<file path="src/rtl/vga_sync_ctrl.sv">
// VGA timing sequencer: horizontal/vertical phase FSMs driven by a pixel-enable tick,
// producing pixel coordinates, active-low syncs, blanking flag and line/frame markers.
//
// state  | meaning
// -------+------------------------------------------
// S_DISP | visible region (pixels / lines shown)
// S_FP   | front porch
// S_SYNC | sync pulse (hsync / vsync driven low)
// S_BP   | back porch, ends when the counter wraps
module vga_sync_ctrl #(
    parameter int H_DISPLAY = 640,
    parameter int H_FRONT   = 16,
    parameter int H_SYNC    = 96,
    parameter int H_BACK    = 48,
    parameter int V_DISPLAY = 480,
    parameter int V_FRONT   = 10,
    parameter int V_SYNC    = 2,
    parameter int V_BACK    = 33
) (
    input  logic       clk,
    input  logic       reset,
    input  logic       tick,
    output logic [9:0] h_count,
    output logic [9:0] v_count,
    output logic       hsync,
    output logic       vsync,
    output logic       video_on,
    output logic       line_end,
    output logic       frame_start
);

    localparam int H_TOTAL = H_DISPLAY + H_FRONT + H_SYNC + H_BACK;
    localparam int V_TOTAL = V_DISPLAY + V_FRONT + V_SYNC + V_BACK;

    localparam logic [9:0] H_LAST     = 10'(H_TOTAL - 1);
    localparam logic [9:0] H_FP_START = 10'(H_DISPLAY);
    localparam logic [9:0] H_SY_START = 10'(H_DISPLAY + H_FRONT);
    localparam logic [9:0] H_BP_START = 10'(H_DISPLAY + H_FRONT + H_SYNC);
    localparam logic [9:0] V_LAST     = 10'(V_TOTAL - 1);
    localparam logic [9:0] V_FP_START = 10'(V_DISPLAY);
    localparam logic [9:0] V_SY_START = 10'(V_DISPLAY + V_FRONT);
    localparam logic [9:0] V_BP_START = 10'(V_DISPLAY + V_FRONT + V_SYNC);

    typedef enum logic [1:0] {S_DISP, S_FP, S_SYNC, S_BP} phase_e;

    phase_e     h_state_q, h_state_d;
    phase_e     v_state_q, v_state_d;
    logic [9:0] h_count_q, h_count_d;
    logic [9:0] v_count_q, v_count_d;
    logic       hsync_q, hsync_d;
    logic       vsync_q, vsync_d;
    logic       video_on_q, video_on_d;
    logic       frame_start_q, frame_start_d;
    logic       h_wrap;

    assign h_wrap = tick && (h_count_q == H_LAST);

    always_ff @(posedge clk or negedge reset) begin
        if (!reset) begin
            h_state_q     <= S_DISP;
            v_state_q     <= S_DISP;
            h_count_q     <= '0;
            v_count_q     <= '0;
            hsync_q       <= 1'b1;
            vsync_q       <= 1'b1;
            video_on_q    <= 1'b1;
            frame_start_q <= 1'b0;
        end else begin
            h_state_q     <= h_state_d;
            v_state_q     <= v_state_d;
            h_count_q     <= h_count_d;
            v_count_q     <= v_count_d;
            hsync_q       <= hsync_d;
            vsync_q       <= vsync_d;
            video_on_q    <= video_on_d;
            frame_start_q <= frame_start_d;
        end
    end

    always_comb begin
        h_count_d = h_count_q;
        v_count_d = v_count_q;
        if (tick) begin
            h_count_d = (h_count_q == H_LAST) ? 10'd0 : h_count_q + 10'd1;
        end
        if (h_wrap) begin
            v_count_d = (v_count_q == V_LAST) ? 10'd0 : v_count_q + 10'd1;
        end
    end

    // Phase transitions key off the next count so state and count land on the same edge.
    always_comb begin
        h_state_d = h_state_q;
        if (tick) begin
            case (h_state_q)
                S_DISP:  if (h_count_d == H_FP_START) h_state_d = S_FP;
                S_FP:    if (h_count_d == H_SY_START) h_state_d = S_SYNC;
                S_SYNC:  if (h_count_d == H_BP_START) h_state_d = S_BP;
                S_BP:    if (h_count_d == 10'd0)      h_state_d = S_DISP;
                default: h_state_d = S_DISP;
            endcase
        end
    end

    always_comb begin
        v_state_d = v_state_q;
        if (h_wrap) begin
            case (v_state_q)
                S_DISP:  if (v_count_d == V_FP_START) v_state_d = S_FP;
                S_FP:    if (v_count_d == V_SY_START) v_state_d = S_SYNC;
                S_SYNC:  if (v_count_d == V_BP_START) v_state_d = S_BP;
                S_BP:    if (v_count_d == 10'd0)      v_state_d = S_DISP;
                default: v_state_d = S_DISP;
            endcase
        end
    end

    always_comb begin
        hsync_d       = (h_state_d != S_SYNC);
        vsync_d       = (v_state_d != S_SYNC);
        video_on_d    = (h_state_d == S_DISP) && (v_state_d == S_DISP);
        frame_start_d = h_wrap && (v_count_q == V_LAST);
    end

    assign h_count     = h_count_q;
    assign v_count     = v_count_q;
    assign hsync       = hsync_q;
    assign vsync       = vsync_q;
    assign video_on    = video_on_q;
    assign line_end    = h_wrap;
    assign frame_start = frame_start_q;

endmodule

</file>
<file path="config.mk">
export PLATFORM = sky130hd
export DESIGN_NAME = vga_sync_ctrl
export DESIGN_NICKNAME = d
export VERILOG_FILES = /design/src/rtl/vga_sync_ctrl.sv
export SDC_FILE = /design/constraint.sdc
export NUM_CORES = 1
export LEC_CHECK = 0
export BUFFER_PORTS_ARGS = -buffer_cell sky130_fd_sc_hd__buf_2
export CORE_ASPECT_RATIO = 0.7
export CORE_UTILIZATION = 61
export DETAILED_ROUTE_END_ITERATION = 7
export GPL_ROUTABILITY_DRIVEN = 0
export PLACE_DENSITY = 0.83
export SLEW_MARGIN = 20
export SYNTH_ARGS = -nofsm -noshare
export SYNTH_HDL_FRONTEND = slang
export SYNTH_SLANG_ARGS = --single-unit
export TNS_END_PERCENT = 100
</file>
<file path="constraint.sdc">
create_clock -name clk -period 7.51 [get_ports clk]
set_clock_uncertainty 0.05 [all_clocks]
set_input_delay 0 -clock clk [delete_from_list [all_inputs] [get_ports clk]]
set_output_delay 0 -clock clk [all_outputs]
set_load 0.01 [all_outputs]
</file>
Word level (Yosys, flattened, before mapping):

Index checks and enable logic that the tools add are counted.

* bits in read-only memories: 0
* bits in registers: 28
* output and inout bits: 25
* memory bits (writable): 0
* logic and storage cells: 51
* memories: 0
* bits in latches: 0
* input port bits: 3

* muxes and demuxes: 16
* reduce and logical (&&, ||, !) cells: 9
* eq/ne operators: 16
* shift-type cells: 0
* order comparisons: 0
* $add $sub $neg: 2
* div/mod/pow operators: 0
* bitwise logic cells: 0
* multiply operators: 0

Operators with widths (number)
* $eq A10 B10 Y1 const B: 5
* $mux W10: 4
* $eq A10 B9 Y1 const B: 3
* $add A10 B1 Y10 const B: 2
* $logic_not A10 Y1: 2
* $mux W2: 10
* $pmux W2 S4: 2
* $eq A2 B2 Y1 const B: 4
* $logic_not A2 Y1: 4
* $eq A2 B1 Y1 const B: 2
* $ne A2 B2 Y1 const B: 2
* $logic_and A1 B1 Y1: 3

Longest topological paths before layout:

* depth in word-level cells: 9
* mapped depth: 12
* depth with buffers taken out: 10

Least setup slack after synthesis:

Ideal clock, no wire load.

* path type: reg-to-reg
* start point: register h_count_q[0], in the netlist h_count[0]
* end point: register video_on_q, in the netlist video_on
* period minus slack after synthesis: 3429 ps
* data arrival time: 3289 ps
* setup time: 89 ps
* path buffers: 1
* required time: 7371 ps
* stages on the path, launching flop included: 12
* slack: 4081 ps
* cell sequence: dfrtp_1 -> ha_1 -> nand4_2 -> or4_4 -> buf_6 -> inv_2 -> nor3_1 -> o31a_1 -> or4b_1 -> o41a_1 -> a311o_1 -> nor4b_2

* word-level cells in the longest chain between the ends: 9
* elaborated cells on any way between the ends: 29
* those cells by class: add/sub: 1; eq/ne: 7; mux: 15; reduce/logical: 6

RTL lines
* from (decl): RTL line 48 `logic [9:0] h_count_q, h_count_d;`
* from (signal assigned): RTL line 71 `h_count_q <= h_count_d;`
* $eq A10 B10 Y1 (*): RTL line 56 `assign h_wrap = tick && (h_count_q == H_LAST);`
* $logic_and A1 B1 Y1 (*): RTL line 56
* $mux W10: RTL line 86 `if (h_wrap) begin`
* $eq A10 B9 Y1 (tied with other cells): RTL line 111 `S_SYNC: if (v_count_d == V_BP_START) v_state_d = S_BP;`
* $mux W2, on equally long branches
* $pmux W2 S4: RTL line 108 `case (v_state_q)`
* $mux W2 (*): RTL line 107 `if (h_wrap) begin`
* net v_state_d[1]: RTL line 47 `phase_e v_state_q, v_state_d;`
* $logic_not A2 Y1 (*): RTL line 121 `video_on_d = (h_state_d == S_DISP) && (v_state_d == S_DISP);`
* $logic_and A1 B1 Y1 (*): RTL line 121
* net video_on_d: RTL line 52 `logic video_on_q, video_on_d;`
* to (signal assigned): RTL line 75 `video_on_q <= video_on_d;`
* to (decl): RTL line 52

Mark *: on every way through the listed nets, which the timed path passes. The rest lies on a longest branch.

Worst setup path after layout:

Ends and elaborated chain as after synthesis.

==> summary.txt <==
Floorplan
  – # rows: 16
  – Die Height: 48.6 microns
  – Placeable Area: 2860 sq um
  – Starting Density: 66.1%
  – I/O pin total: 28
  – Die width: 68.6 microns
  – Die area: 3330 sq um

Pwr
  – Worst vdd ir: 0.155 mV
  – Leak: 0.951 nW
  – Pwr Density: 224 nW/um^2

Clock tree
  – Worst-path clk slew: 90 ps
  – Clock Sinks: 28
  – Longest Clk Path Bufs: 2
  – Resized cells post-CTS: 0
  – Setup Fix Bufs, Post-CTS: 0
  – CTS buffer count: 3
  – CTS tree: done
  – H-tree levels: 1
  – Clock Latency Late Sink: 280 ps
  – CTS root buf: clkbuf_8

Critical path
  – Reg2reg start: h_count[0]$_DFF_PN0_
  – WS Path Type: register to register
  – Crit path launch: h_count[0]$_DFF_PN0_
  – Critical path arrival: 4040 ps
  – Worst Path Max Fanout: 20
  – Critical Path End: video_on$_DFF_PN1_
  – R2R depth: 10
  – RR Endpoint: video_on$_DFF_PN1_
  – Setup slack, reg-to-reg: 3610 ps
  – CP Capture Type: register
  – Worst EP required: 7660 ps
  – Startpoint Class: register

Global routing
  – Global-route met3 utilization: 8.25%
  – First-pass GRT wire length: 7.57 mm
  – Grt met2 use: 42.5%
  – GRT Max-Usage Layer: met1
  – Vias in the first global route: 1614
  – GRT Total Usage: 30.3%
  – Routing usage on met1: 46.0%
  – Largest net degree at the start of global routing: 29
  – Global route overflow: 0
  – Initial antenna violation count: 0

Yosys
  – Post-synth top flop: dfrtp_1
  – Mapped cell area: 1890 sq um
  – Top cells by area, synth: dfrtp_1 33%, xnor2_1 5.6%, dfstp_2 4.2%
  – Post-synth top area cell: dfrtp_1
  – Most used standard cell by instance count after synthesis: dfrtp_1
  – Synth Warn #: 0
  – Ys async rst share: 100%
  – Yosys reg bits: 28
  – Syn_nets: 218
  – Synth cell count leaders: 25 x dfrtp_1, 19 x nand2_1, 14 x nor2_1, 13 x nor3_1, 12 x xnor2_1
  – Avg Cell Area, Syn: 8.92 sq um
  – Sequential fraction of the synthesis area: 37.2%
  – Mapped Cells: 212
  – Share of the synthesized area in the top cell type: 33.1%
  – Number of synthesized flops with an enable pin: 0
  – Synth cell types: 56

Run
  – Maxcap violations: 0

Placement
  – DP Wirelength: 3.26 mm
  – Pre-CTS WS: 3700 ps
  – PortBufs: 27

Worst hold path
  – Hold path start: tick
  – Worst hold path type: input port to register

Routing
  – DR iter-0 viols: 332
  – Antenna Nets Post-Route: 0
  – Vias: 1783
  – DRC viols: 0
  – Wire per inst: 16.9 microns
  – Initial DRT Pass Iterations: 5
  – Vias/cell: 6.65
  – Post-Route WL: 4.52 mm

Finish
  – Area growth syn-to-layout: 10.8%
  – # nets final: 239
  – Layout cells sized above 1: 18.1%
  – N_diodes: 0
  – Utilization after layout: 73.3%

STA
  – Highest clock rate: 257 MHz
  – Relative slew margins: 52.9%
  – WHS: 92.9 ps
  – Worst Setup Slack, final: 3610 ps
  – Fin. Hold Viols: 0
  – Setup violations, final: 0
  – Setup TNS: 0 ps
  – RSZ-0062 raised after global routing: no
  – Slew Limit Fails: 0
  – Least-Margin Pin Slew: 701 ps
  – Final Cycle Share: 51.9%
  – Final Critical Period: 3900 ps

Status
  – Status: finished clean
==> sequential cells by signal, indices dropped and copies added, names as in the netlist <==
| signal | count |
|---|---|
| v_count | 10 |
| hsync | 1 |
| h_state_q | 2 |
| video_on | 1 |
| vsync | 1 |
| frame_start | 1 |
| v_state_q | 2 |
| h_count | 10 |
==> cell type report <==
class                   instances  area (sq um)
multi-input cells             161          1090
fillers                       210           766
flip-flops and latches         28           704
repair buffers                 28           145
well taps                      36          45.0
clock buffers                   3          41.3
inverters                      11          41.3
clock inverters                 1          30.0
==> critical path, cell delays in order, from the launching register on <==
cell     delay [ps]
dfrtp_1         500
ha_1            240
nand4_2         170
or4_4           640
inv_2           300
nor3_1          100
o31a_1          280
or4b_1          510
o41a_1          440
a311o_1         330
nor4b_2         260
==> metal layers <==
layer	routed length, microns	vias to the layer above
met5	0	-
met4	48	0
met1	2010	859
met2	2010	93
met3	457	12
li1	-	819
==> logic make-up after synthesis <==
logic type / Yosys count / share of synthesized area [%]
XOR/XNOR: 15 / 6.94
AND/OR/NAND/NOR: 99 / 31.1
multiplexers: 3 / 1.65
AO/OA/AOI/OAI: 41 / 15.9
buffers and inverters: 23 / 5.16
flip-flops: 28 / 37.2
adder cells (fa/ha/maj): 3 / 1.98
==> how the worst min path moves through the flow <==
| stage | end | depth (start not counted) |
|---|---|---|
| global placement | v_count[5]$_DFF_PN0_ | 1 |
| detailed placement | v_count[5]$_DFF_PN0_ | 1 |
| CTS | h_count[0]$_DFF_PN0_ | 3 |
| finish | h_count[0]$_DFF_PN0_ | 3 |
| floorplan | frame_start$_DFF_PN0_ | 0 |
| global route | h_count[0]$_DFF_PN0_ | 3 |
==> cells in the final DEF, fill, tap and decap left out, types with 3 or more instances in the layout <==
cell type	Yosys	layout
dfstp_2	3	3
nor4bb_1	4	4
nor3_1	13	13
xnor2_1	12	12
nand3b_1	3	3
nand4_1	4	4
o21ai_0	6	6
or2_1	3	3
inv_1	9	9
nand2b_1	6	6
clkbuf_8	0	3
o41a_1	3	3
nand2_1	19	19
nand3_1	10	10
a31oi_1	7	7
dfrtp_1	25	25
a21oi_1	7	7
ha_1	3	3
and3_1	4	4
nor2_1	14	14
xor2_1	3	3
buf_2	0	27
==> stage by stage <==
| step | cell area [sq um] | power [mW] | std cells |
|---|---|---|---|
| after floorplan | 1890 | 0.301 | 212 |
| after CTS | 2100 | 0.467 | 268 |
| after global routing | 2100 | 0.498 | 268 |
| after detailed placement | 2020 | 0.347 | 263 |
| final | 2100 | 0.470 | 268 |
| after global placement | 2020 | 0.340 | 263 |
==> power breakdown <==
group / total (mW) / switching, mW / internal, mW
combinational: 0.137 / 0.0800 / 0.0567
sequential: 0.213 / 0.0432 / 0.170
clock: 0.120 / 0.0486 / 0.0714
==> repair_timing <==
action                     4_1_cts  5_1_grt
hold buffers                     1        0
setup endpoints to repair        0        0
hold endpoints to repair        25        0
No activity file was read; power rests on OpenSTA's default activity.
